## src/rtl/physics_step_scheduler.sv

```systemverilog
// physics_step_scheduler
// Per-frame sequencer that time-shares one collision/resolver datapath
// across N_OBJ OBB registers. A synchronized frame tick clears the impulse
// accumulators, every unordered pair (i<j) is then presented to the shared
// datapath in lexicographic order, and a single commit pulse loads all
// obb_reg instances at the end of the frame.
//
// Optional build macro: PHYSICS_STATIC_SKIP_EN
//   When defined, pairs whose two objects are both flagged in static_mask
//   (captured once during CLEAR) are skipped without spending settle or
//   sample cycles. When undefined, static_mask is ignored.
module physics_step_scheduler #(
    parameter int N_OBJ  = 4,
    parameter int IDX_W  = 2,
    parameter int SETTLE = 2
) (
    input  logic             clk,
    input  logic             reset_rtl_0,
    input  logic             enable,
    input  logic             frame_tick,
    input  logic             is_collision,
    input  logic [N_OBJ-1:0] static_mask,
    output logic [IDX_W-1:0] sel_a,
    output logic [IDX_W-1:0] sel_b,
    output logic             acc_clr,
    output logic             acc_en,
    output logic             commit,
    output logic             busy,
    output logic [7:0]       hit_count,
    output logic [7:0]       overrun_cnt
);

    typedef enum logic [2:0] {
        S_IDLE,
        S_CLEAR,
        S_SETTLE_WAIT,
        S_SAMPLE,
        S_COMMIT
    } state_e;

    localparam logic [3:0] SETTLE_LAST = 4'(SETTLE - 1);

    // Tick synchronizer: [0],[1] are the metastability pair, [2] the edge delay.
    logic [2:0]       sync_q, sync_d;
    logic             tick_rise_q, tick_rise_d;

    state_e           state_q, state_d;
    logic [IDX_W-1:0] sel_a_q, sel_a_d;
    logic [IDX_W-1:0] sel_b_q, sel_b_d;
    logic [3:0]       cnt_q, cnt_d;
    logic [7:0]       hit_acc_q, hit_acc_d;
    logic [7:0]       hit_count_q, hit_count_d;
    logic [7:0]       overrun_q, overrun_d;
    logic             acc_clr_q, acc_clr_d;
    logic             commit_q, commit_d;
    logic             busy_q, busy_d;

    // Pair search results: first pair of a frame, and the pair after the current one.
    logic [N_OBJ-1:0] first_mask, skip_mask;
    logic             first_found, adv_found;
    logic [IDX_W-1:0] first_a, first_b, adv_a, adv_b;

`ifdef PHYSICS_STATIC_SKIP_EN
    logic [N_OBJ-1:0] mask_q, mask_d;

    // CLEAR looks at the live mask; the rest of the frame uses the captured copy.
    assign first_mask = static_mask;
    assign skip_mask  = mask_q;

    // Static flags are frozen for the whole frame at CLEAR.
    always_comb begin
        mask_d = mask_q;
        if (state_q == S_CLEAR) begin
            mask_d = static_mask;
        end
    end

    // Captured static flags.
    always_ff @(posedge clk or negedge reset_rtl_0) begin
        if (!reset_rtl_0) begin
            mask_q <= '0;
        end else begin
            mask_q <= mask_d;
        end
    end
`else
    logic unused_static_mask;

    // No pair is ever skipped in this build.
    assign unused_static_mask = ^static_mask;
    assign first_mask         = '0;
    assign skip_mask          = '0;
`endif

    // Lexicographic pair search; with empty masks this reduces to the plain
    // "bump sel_b, else bump sel_a and restart sel_b" walk.
    always_comb begin
        first_found = 1'b0;
        first_a     = '0;
        first_b     = '0;
        adv_found   = 1'b0;
        adv_a       = '0;
        adv_b       = '0;
        for (int i = 0; i < N_OBJ - 1; i++) begin
            for (int j = i + 1; j < N_OBJ; j++) begin
                if (!first_found && !(first_mask[i] && first_mask[j])) begin
                    first_found = 1'b1;
                    first_a     = IDX_W'(i);
                    first_b     = IDX_W'(j);
                end
                if (!adv_found && !(skip_mask[i] && skip_mask[j]) &&
                    ((IDX_W'(i) > sel_a_q) ||
                     ((IDX_W'(i) == sel_a_q) && (IDX_W'(j) > sel_b_q)))) begin
                    adv_found = 1'b1;
                    adv_a     = IDX_W'(i);
                    adv_b     = IDX_W'(j);
                end
            end
        end
    end

    // Synchronizer shift and registered rising-edge detect of frame_tick.
    always_comb begin
        sync_d      = {sync_q[1:0], frame_tick};
        tick_rise_d = sync_q[1] & ~sync_q[2];
    end

    // Frame sequencer next-state and registered-output logic.
    always_comb begin
        state_d     = state_q;
        sel_a_d     = sel_a_q;
        sel_b_d     = sel_b_q;
        cnt_d       = cnt_q;
        hit_acc_d   = hit_acc_q;
        hit_count_d = hit_count_q;
        overrun_d   = overrun_q;
        acc_clr_d   = 1'b0;
        commit_d    = 1'b0;

        // A tick during an active frame (COMMIT included) is dropped, not queued.
        if (tick_rise_q && busy_q && (overrun_q != 8'hFF)) begin
            overrun_d = overrun_q + 8'd1;
        end

        case (state_q)
            S_IDLE: begin
                if (tick_rise_q && enable) begin
                    state_d   = S_CLEAR;
                    acc_clr_d = 1'b1;
                    sel_a_d   = '0;
                    sel_b_d   = IDX_W'(1);
                    cnt_d     = '0;
                    hit_acc_d = '0;
                end
            end
            S_CLEAR: begin
                if (first_found) begin
                    state_d = S_SETTLE_WAIT;
                    sel_a_d = first_a;
                    sel_b_d = first_b;
                    cnt_d   = '0;
                end else begin
                    state_d  = S_COMMIT;
                    commit_d = 1'b1;
                end
            end
            S_SETTLE_WAIT: begin
                if (cnt_q == SETTLE_LAST) begin
                    state_d = S_SAMPLE;
                end else begin
                    cnt_d = cnt_q + 4'd1;
                end
            end
            S_SAMPLE: begin
                if (is_collision && (hit_acc_q != 8'hFF)) begin
                    hit_acc_d = hit_acc_q + 8'd1;
                end
                if (adv_found) begin
                    state_d = S_SETTLE_WAIT;
                    sel_a_d = adv_a;
                    sel_b_d = adv_b;
                    cnt_d   = '0;
                end else begin
                    state_d  = S_COMMIT;
                    commit_d = 1'b1;
                end
            end
            S_COMMIT: begin
                hit_count_d = hit_acc_q;
                state_d     = S_IDLE;
            end
            default: begin
                state_d = S_IDLE;
            end
        endcase

        busy_d = (state_d != S_IDLE);
    end

    // State, selects, counters and pulse outputs.
    always_ff @(posedge clk or negedge reset_rtl_0) begin
        if (!reset_rtl_0) begin
            sync_q      <= '0;
            tick_rise_q <= 1'b0;
            state_q     <= S_IDLE;
            sel_a_q     <= '0;
            sel_b_q     <= IDX_W'(1);
            cnt_q       <= '0;
            hit_acc_q   <= '0;
            hit_count_q <= '0;
            overrun_q   <= '0;
            acc_clr_q   <= 1'b0;
            commit_q    <= 1'b0;
            busy_q      <= 1'b0;
        end else begin
            sync_q      <= sync_d;
            tick_rise_q <= tick_rise_d;
            state_q     <= state_d;
            sel_a_q     <= sel_a_d;
            sel_b_q     <= sel_b_d;
            cnt_q       <= cnt_d;
            hit_acc_q   <= hit_acc_d;
            hit_count_q <= hit_count_d;
            overrun_q   <= overrun_d;
            acc_clr_q   <= acc_clr_d;
            commit_q    <= commit_d;
            busy_q      <= busy_d;
        end
    end

    assign sel_a       = sel_a_q;
    assign sel_b       = sel_b_q;
    assign acc_clr     = acc_clr_q;
    assign commit      = commit_q;
    assign busy        = busy_q;
    assign hit_count   = hit_count_q;
    assign overrun_cnt = overrun_q;
    // is_collision is only meaningful during SAMPLE, so the enable is gated
    // from the registered state in that same cycle while the selects still hold.
    assign acc_en      = (state_q == S_SAMPLE) && is_collision;

endmodule

```

## config.mk

```make
export PLATFORM = sky130hd
export DESIGN_NAME = physics_step_scheduler
export DESIGN_NICKNAME = d
export VERILOG_FILES = /design/src/rtl/physics_step_scheduler.sv
export SDC_FILE = /design/constraint.sdc
export NUM_CORES = 1
export LEC_CHECK = 0
export CORE_ASPECT_RATIO = 1.4
export CORE_MARGIN = 2
export CORE_UTILIZATION = 30
export DETAILED_ROUTE_END_ITERATION = 8
export RECOVER_POWER = 25
export SLEW_MARGIN = 20
export SYNTH_ARGS = -nofsm -noshare
export SYNTH_HDL_FRONTEND = slang
export SYNTH_SLANG_ARGS = --single-unit
```

## constraint.sdc

```tcl
create_clock -name clk -period 3.9 [get_ports clk]
set_input_delay 1.17 -clock clk [delete_from_list [all_inputs] [get_ports clk]]
set_output_delay 1.17 -clock clk [all_outputs]
set_load 0.01 [all_outputs]
```

==> results of run 1 <==
-- cells in the mapped netlist, drive strengths merged (4+ instances only) --
master  count
o211ai      7
dfrtp      41
nand3      10
nor2       13
a21oi       4
nor3        4
xor2        6
o21ai       7
ha          4
o31ai       4
mux2       11
clkbuf      4
inv         9
nand2      11
-- state kept, by name, indices dropped and copies added (netlist names) --
signal       count
acc_clr          1
busy             1
cnt_q            4
commit           1
hit_acc_q        8
hit_count        8
overrun_cnt      8
sel_a            2
sel_b            2
state_q          3
sync_q           3
tick_rise_q      1
-- routing by layer --
metal	routed length, µm	up-vias	track usage, %
met3	117	6	1.96
met1	1630	653	13.4
met4	79	0	5.22
met5	0	-	0
met2	1740	27	18.0
li1	-	672	-
-- critical path, cell delays in order --
cell,delay [ps]
clkdlybuf4s50_1,440
and4b_1,240
clkdlybuf4s50_1,560
-- power groups by stage --
stage          Combinational [mW]  Sequential, mW  Clock [mW]
6_report                    0.461           0.683       0.287
5_1_grt                     0.518           0.704       0.314
3_3_place_gp                0.463           0.689           0
3_5_place_dp                0.469           0.690           0
2_1_floorplan               0.287           0.674           0
4_1_cts                     0.473           0.683       0.301
-- layout make-up --
type	instances	share of cell area (%)
sequential	42	45.2
multi-input combinational	114	33.8
tap	72	3.87
inverter	9	1.45
timing repair buffer	28	11.8
clock inverter	1	0.215
clock buffer	7	3.71
-- per-stage QoR --
step | utilization [%] | total power [mW] | setup WS (ps) | cell area [µm²] | std cells
after floorplan | - | 0.961 | 1300 | 1900 | 170
after global placement | 36.3 | 1.15 | 319 | 2240 | 265
after detailed placement | 36.3 | 1.16 | 318 | 2240 | 265
after CTS | 37.8 | 1.46 | 314 | 2330 | 273
after global routing | 37.8 | 1.54 | 267 | 2330 | 273
final | 37.8 | 1.43 | 319 | 2330 | 273
-- worst paths after layout --
| kind | from | end | slack [ps] | cells after the start |
|---|---|---|---|---|
| worst max-delay path | is_collision | acc_en | 320 | 3 |
| worst min-delay path | sync_q[0] | sync_q[1] | 350 | 0 |
| worst max register to register | state_q[1] | cnt_q[1] | 1870 | 4 |
| worst min register to register | sync_q[0] | sync_q[1] | 350 | 0 |
| max in group asynchronous | reset_rtl_0 | overrun_cnt[4] | 1120 | 1 |
| min in group asynchronous | reset_rtl_0 | hit_acc_q[2] | 1520 | 1 |
-- logic make-up (layout without fill, tap and decap cells) --
kind of cell / Yosys count / in the layout / share of synthesized area, %
XOR/XNOR: 9 / 9 / 4.15
multiplexers: 12 / 12 / 7.04
flip-flops: 42 / 42 / 55.4
AO/OA/AOI/OAI: 33 / 33 / 11.9
adder cells (fa/ha/maj): 4 / 4 / 2.63
AND/OR/NAND/NOR: 56 / 56 / 15.7
buffers and inverters: 14 / 45 / 3.16
==> flow_metrics.py, run 1 <==
metrics = {
    "outcome": {
        "outcome": "complete, but fails checks",
        "violations": "capacitance limit, slew limit",
    },
    "finish": {
        "multi_input_area_um2": 788,
        "drive_gt1_share_pct": 8.96,
        "syn_to_final_growth_pct": 22.6,
        "fillers": 596,
        "seq_area_um2": 1050,
        "nets": 213,
        "layout_common_cells": "dfrtp_1, clkdlybuf4s50_1, nor2_1",
        "layout_commonest_cell": "dfrtp_1",
        "antenna_cells": 0,
    },
    "logic_synthesis": {
        "seq_area_frac_synth_pct": 55.4,
        "synth_edf_count": 0,
        "synth_top_area_cell": "dfrtp_1",
        "yosys-top-cells-area": "dfrtp_1, mux2_2, o211ai_1, xor2_1, ha_1",
        "syn-instance-count": 170,
        "ys_dominant_reg_cell": "dfrtp_1",
        "yosys_warnings": 0,
        "synth_area_um2": 1900,
        "ys_seq_elements": 42,
        "syn_area_per_cell_um2": 11.2,
        "synth_top_area_share_pct": 54.0,
        "async_reset_ff_share_pct": 100,
        "syn_nets": 183,
        "yosys.cell_types.count": 41,
    },
    "pwr": {
        "netSwitchingFraction_pct": 34.4,
        "pwr_density_cell_nw_per_um2": 614,
        "p_leak_nw": 1.02,
        "seq_power_share_pct": 47.7,
        "cell_internal_pwr_uw": 939,
        "combPwrFrac_pct": 32.2,
        "switchingPower_uw": 492,
        "pwr-share-clk_pct": 20.1,
        "ir_drop_mv": 0.274,
    },
    "global_route": {
        "antenna_found_initial": 0,
        "grt_pass1_wl_um": 6030,
        "grt_start_max_net_pins": 43,
        "grt-ovfl-total": 0,
        "grt_pass1_vias": 1306,
        "track_usage_pct": 10.8,
    },
    "clocking": {
        "cts_root_buf": "clkbuf_8",
        "clock_latency_ps": 300,
        "cts_buffer_depth": 2,
        "clock-sinks": 42,
        "cts.clk_slew.worst_paths_ps": 70,
        "cts_setup_buffers": 0,
        "cts-resized-gates": 0,
        "holdBufCountCts": 0,
        "cts_tree": "done",
        "h-tree-depth": 2,
        "numCtsBuffers": 5,
    },
    "sta": {
        "min_period_ps": 3580,
        "fin_skew_ps": 11.7,
        "tightest_slew_ps": 2210,
        "fin_tns_setup_ps": 0,
        "finalCritPeriodShare_pct": 91.8,
        "fmax_mhz": 279,
        "rsz0062_at_grt": "no",
        "setup_violations": 0,
        "worst_hold_slack_ps": 350,
        "maxSlewHeadroom_pct": -47.1,
        "slew_violations": 43,
        "final-hold-violation-count": 0,
    },
    "placement": {
        "place_congestion": 0.790,
        "hpwl_um": 2490,
        "io_buffer_count": 28,
    },
    "critical_path": {
        "setup.worst_path.end_class": "output port",
        "crit_arrival_ps": 2410,
        "critPathLaunchType": "input pin",
        "cp.required_ps": 2730,
        "worst-path-max-fanout": 4,
        "criticalPathCategory": "input pin to output port",
    },
    "routing": {
        "finalWirelength_um": 3570,
        "initialDrtViolationCount": 28,
        "ant_nets": 0,
        "via_per_inst": 4.97,
        "dr_total_vias": 1358,
        "routedWlPerCell_um": 13.1,
        "drc": 0,
        "dr.pass1.iters": 4,
    },
    "min_path": {
        "hp-class": "register to register",
    },
    "job": {
        "drv_cap": 1,
    },
    "floorplan": {
        "dieArea_um2": 7000,
        "row_count": 34,
        "design.core.area_um2": 6170,
        "initial_core_util_pct": 30.8,
        "die_h_um": 98.2,
        "die_w_um": 71.3,
        "io_pins": 33,
    },
}
(Power assumes the default switching activity.)
==> inputs of run 2 (changes only) <==
CORE_ASPECT_RATIO = default   (was 1.4)
SLEW_MARGIN = 40   (was 20)
==> run 2 against run 1 <==
The run still ends with capacitance limit, slew limit left. Clock skew shrank 7.1 ps. Hold slack gained 2.4 ps. Die area shrank 0.13%. Largest cell class unchanged. Largest power group unchanged.
==> flow_metrics.py, run 2 (synthesis results as in run 1) <==
metrics = {
    "routing": {
        "dr.pass1.iters": 4,
        "initialDrtViolationCount": 71,
        "ant_nets": 0,
        "via_per_inst": 4.95,
        "routedWlPerCell_um": 13.0,
        "dr_total_vias": 1367,
        "drc": 0,
        "finalWirelength_um": 3580,
    },
    "global_route": {
        "grt-ovfl-total": 0,
        "grt_pass1_wl_um": 6290,
        "track_usage_pct": 11.1,
        "antenna_found_initial": 0,
        "grt_start_max_net_pins": 43,
        "grt_pass1_vias": 1353,
    },
    "floorplan": {
        "die_h_um": 83.6,
        "die_w_um": 83.6,
        "row_count": 28,
        "io_pins": 33,
        "initial_core_util_pct": 31.5,
        "dieArea_um2": 6990,
        "design.core.area_um2": 6030,
    },
    "min_path": {
        "hold_depth": 0,
        "hp-class": "register to register",
    },
    "pwr": {
        "netSwitchingFraction_pct": 33.6,
        "pwr_density_cell_nw_per_um2": 632,
        "cell_internal_pwr_uw": 987,
        "p_total_mw": 1.49,
        "seq_power_share_pct": 46.0,
        "combPwrFrac_pct": 31.1,
        "ir_drop_mv": 0.252,
        "switchingPower_uw": 500,
        "pwr-share-clk_pct": 22.9,
        "p_leak_nw": 1.03,
    },
    "finish": {
        "final-instance-count-excl-fill": 276,
        "layout_common_cells": "dfrtp_1, clkdlybuf4s50_1, nor2_1",
        "nets": 213,
        "syn_to_final_growth_pct": 23.8,
        "multi_input_area_um2": 788,
        "drive_gt1_share_pct": 8.96,
        "fillers": 598,
        "seq_area_um2": 1050,
        "antenna_cells": 0,
        "layout_commonest_cell": "dfrtp_1",
    },
    "placement": {
        "io_buffer_count": 28,
        "place_congestion": 0.751,
        "post-place-ws_ps": 289,
        "hpwl_um": 2460,
        "dp.cells": 268,
    },
    "sta": {
        "fmax_mhz": 278,
        "finalCritPeriodShare_pct": 92.2,
        "slew_violations": 43,
        "fin_tns_setup_ps": 0,
        "setup_ws_ps": 306,
        "rsz0062_at_grt": "no",
        "maxSlewHeadroom_pct": -43.2,
        "min_period_ps": 3590,
        "fin_skew_ps": 4.59,
        "final-hold-violation-count": 0,
        "tightest_slew_ps": 2150,
        "setup_violations": 0,
    },
    "clocking": {
        "numCtsBuffers": 5,
        "holdBufCountCts": 0,
        "h-tree-depth": 2,
        "cts_setup_buffers": 0,
        "cts-resized-gates": 0,
        "cts_tree": "done",
        "clock-sinks": 42,
        "cts_root_buf": "clkbuf_8",
        "cts_buffer_depth": 2,
        "cts.clk_slew.worst_paths_ps": 80,
        "clock_latency_ps": 300,
    },
    "job": {
        "drv_cap": 1,
    },
    "critical_path": {
        "critPathLaunchType": "input pin",
        "crit_arrival_ps": 2420,
        "cp.required_ps": 2730,
        "reg2reg_depth": 4,
        "criticalPathCategory": "input pin to output port",
        "worst-path-max-fanout": 4,
        "setup.worst_path.end_class": "output port",
    },
    "outcome": {
        "outcome": "complete, but fails checks",
        "violations": "capacitance limit, slew limit",
    },
}
-- run 2: power groups by stage --
| stage | Clock [mW] | Combinational, mW | Sequential (mW) |
|---|---|---|---|
| after global placement | 0 | 0.459 | 0.690 |
| after detailed placement | 0 | 0.468 | 0.693 |
| after CTS | 0.352 | 0.471 | 0.686 |
| final | 0.341 | 0.462 | 0.684 |
| after global routing | 0.372 | 0.515 | 0.708 |
| after floorplan | 0 | 0.287 | 0.674 |
-- run 2: layout make-up --
type / instances / share of cell area, %
flip-flops and latches: 42 / 44.7
clock inverters: 2 / 1.60
well taps: 75 / 3.99
multi-input cells: 114 / 33.5
repair buffers: 28 / 11.6
clock buffers: 6 / 3.09
inverters: 9 / 1.44
-- run 2: critical path: stages --
cell and delay (ps):
clkdlybuf4s50_1 450, and4b_1 250, clkdlybuf4s50_1 550
-- run 2: path summary, 6_finish.rpt --
kind                         startpoint        endpoint  slack (ps)
max                        is_collision          acc_en         310
min                           sync_q[0]       sync_q[1]         350
max reg2reg                  state_q[1]        cnt_q[1]        1890
min reg2reg                   sync_q[0]       sync_q[1]         350
max in group asynchronous   reset_rtl_0  overrun_cnt[3]        1170
min in group asynchronous   reset_rtl_0       sync_q[0]        1490
-- run 2: stage by stage --
step	hold WS (ps)	util [%]	cell area, µm²
floorplan	331	-	1900
global placement	335	37.2	2240
detailed placement	335	37.3	2250
CTS	354	39.1	2360
global route	376	39.0	2350
finish	352	39.0	2350
-- run 2: per-layer routing --
layer  up-vias  GRT usage, %  share of wire [%]
li1        673             -                  -
met1       664          13.2                 47
met2        23          18.7                 48
met3         7          2.57                3.2
met4         0          5.72                2.1
met5         -             0                  0
==> inputs of run 3 (changes only) <==
CORE_MARGIN = 3   (was 2)
clock period = 3.6 ns   (was 3.9 ns; I/O delays follow)
==> run 3 against run 2 <==
The flow still finishes with violations (capacitance limit, slew limit). Clock skew is essentially flat. Clock-buffer cell count fell by 1. Flip-flop and latch count did not move. Non-clock buffer count is the same. Register-to-register slack lost 310 ps. Worst setup slack got worse by 120 ps. Final area hardly changed. Final cell count unchanged. Routed wire length down 1.9%. Utilization hardly changed. Clock power up 7.0%. Global-route usage is 0.63 points lower. Critical path type unchanged. Largest cell class unchanged. Highest routed layer unchanged.
==> flow_metrics.py, run 3 (synthesis results as in run 1) <==
metrics = {
    "outcome": {
        "outcome": "complete, but fails checks",
        "violations": "capacitance limit, slew limit",
    },
    "floorplan": {
        "row_count": 28,
        "design.core.area_um2": 6030,
        "initial_core_util_pct": 31.5,
        "io_pins": 33,
        "die_h_um": 85.6,
        "dieArea_um2": 7330,
        "die_w_um": 85.6,
    },
    "routing": {
        "routedWlPerCell_um": 12.7,
        "dr_total_vias": 1376,
        "initialDrtViolationCount": 43,
        "dr.pass1.iters": 4,
        "ant_nets": 0,
        "drc": 0,
        "finalWirelength_um": 3510,
        "via_per_inst": 4.99,
    },
    "job": {
        "drv_cap": 1,
    },
    "min_path": {
        "hp-class": "register to register",
        "min_delay_worst_endpoint": "sync_q[1]",
        "hp-start": "sync_q[0]",
        "hold_depth": 0,
    },
    "clocking": {
        "cts-resized-gates": 0,
        "h-tree-depth": 2,
        "cts_buffer_depth": 2,
        "cts_tree": "done",
        "cts.clk_slew.worst_paths_ps": 80,
        "clock_latency_ps": 290,
        "numCtsBuffers": 5,
        "clock-sinks": 42,
        "holdBufCountCts": 0,
        "cts_setup_buffers": 0,
        "cts_root_buf": "clkbuf_8",
    },
    "finish": {
        "layout_common_cells": "dfrtp_1, clkdlybuf4s50_1, nor2_1",
        "final_util_pct": 39.0,
        "fillers": 583,
        "drive_gt1_share_pct": 9.45,
        "final-instance-count-excl-fill": 276,
        "final_cell_area_um2": 2350,
        "syn_to_final_growth_pct": 23.7,
        "antenna_cells": 0,
        "nets": 213,
        "layout_commonest_cell": "dfrtp_1",
    },
    "global_route": {
        "track_usage_pct": 10.5,
        "grt-ovfl-total": 0,
        "grt_pass1_wl_um": 6120,
        "grt_start_max_net_pins": 43,
        "antenna_found_initial": 0,
        "grt_pass1_vias": 1259,
    },
    "critical_path": {
        "crit_family": "buffers and inverters",
        "crit_arrival_ps": 2330,
        "reg2reg_depth": 4,
        "critPathLaunchType": "input pin",
        "cp.required_ps": 2520,
        "max_stage_delay_ps": 560,
        "rr_endpoint": "cnt_q[1]",
        "worst-path-max-fanout": 4,
        "crit_buf_inv": 2,
        "cpMostUsedCell": "clkdlybuf4s50_1",
        "cp_slowest_cell": "clkdlybuf4s50_1",
        "rrSetupSlack_ps": 1580,
        "worstPathCellList": "clkdlybuf4s50_1 > and4b_1 > clkdlybuf4s50_1",
        "criticalPathCategory": "input pin to output port",
        "setup.worst_path.end_class": "output port",
        "timing.rr.start": "state_q[1]",
    },
    "sta": {
        "finalCritPeriodShare_pct": 94.8,
        "setup_ws_ps": 188,
        "min_period_ps": 3410,
        "fin_tns_setup_ps": 0,
        "fin_skew_ps": 4.59,
        "maxSlewHeadroom_pct": -46.1,
        "tightest_slew_ps": 2190,
        "setup_violations": 0,
        "fmax_mhz": 293,
        "rsz0062_at_grt": "no",
        "slew_violations": 43,
        "final-hold-violation-count": 0,
        "worst_hold_slack_ps": 355,
    },
    "placement": {
        "post-place-ws_ps": 187,
        "placed_cell_area_um2": 2250,
        "dp.cells": 268,
        "io_buffer_count": 28,
        "hpwl_um": 2490,
        "place_congestion": 0.745,
    },
    "pwr": {
        "pwr_density_cell_nw_per_um2": 682,
        "ir_drop_mv": 0.251,
        "p_total_mw": 1.60,
        "p_leak_nw": 1.03,
    },
}
## run 3: changes by cell type in the layout (fill, tap and decap cells not counted), sizes merged
| cell | previous run | this run |
|---|---|---|
| clkbuf | 7 | 6 |
| clkinv | 0 | 2 |
| clkinvlp | 1 | 0 |
## run 3: power by group
group          switching (mW)  leakage [nW]  internal [mW]  total, mW
sequential              0.149         0.532          0.589      0.738
combinational           0.226         0.442          0.275      0.501
clock                   0.161        0.0579          0.204      0.365
## run 3: worst reg2reg max path: stages, from the launching register on
cell	delay (ps)
dfrtp_1	510
or3b_4	440
or4b_4	540
nand2_2	90
mux2_1	320
## run 3: area by class of cell
cell class                 instances  area (µm²)  area share [%]
sequential                        42        1050            44.8
clock inverter                     3        40.0            1.70
multi-input combinational        114         788            33.5
inverter                           9        33.8            1.44
timing repair buffer              28         274            11.7
clock buffer                       5        68.8            2.93
tap                               75        93.8            3.99
## run 3: worst max-delay path by stage
stage / startpoint / end / depth (start not counted)
2_1_floorplan: is_collision / acc_en / 1
3_3_place_gp: is_collision / acc_en / 3
3_5_place_dp: is_collision / acc_en / 3
4_1_cts: is_collision / acc_en / 3
5_1_grt: is_collision / acc_en / 3
6_report: is_collision / acc_en / 3
## run 3: layer usage
metal | up-vias | track usage (%) | part of all wire [%]
li1 | 678 | - | -
met1 | 664 | 14.4 | 48
met2 | 26 | 15.5 | 46
met3 | 8 | 3.17 | 4.3
met4 | 0 | 4.32 | 2.0
met5 | - | 0 | 0
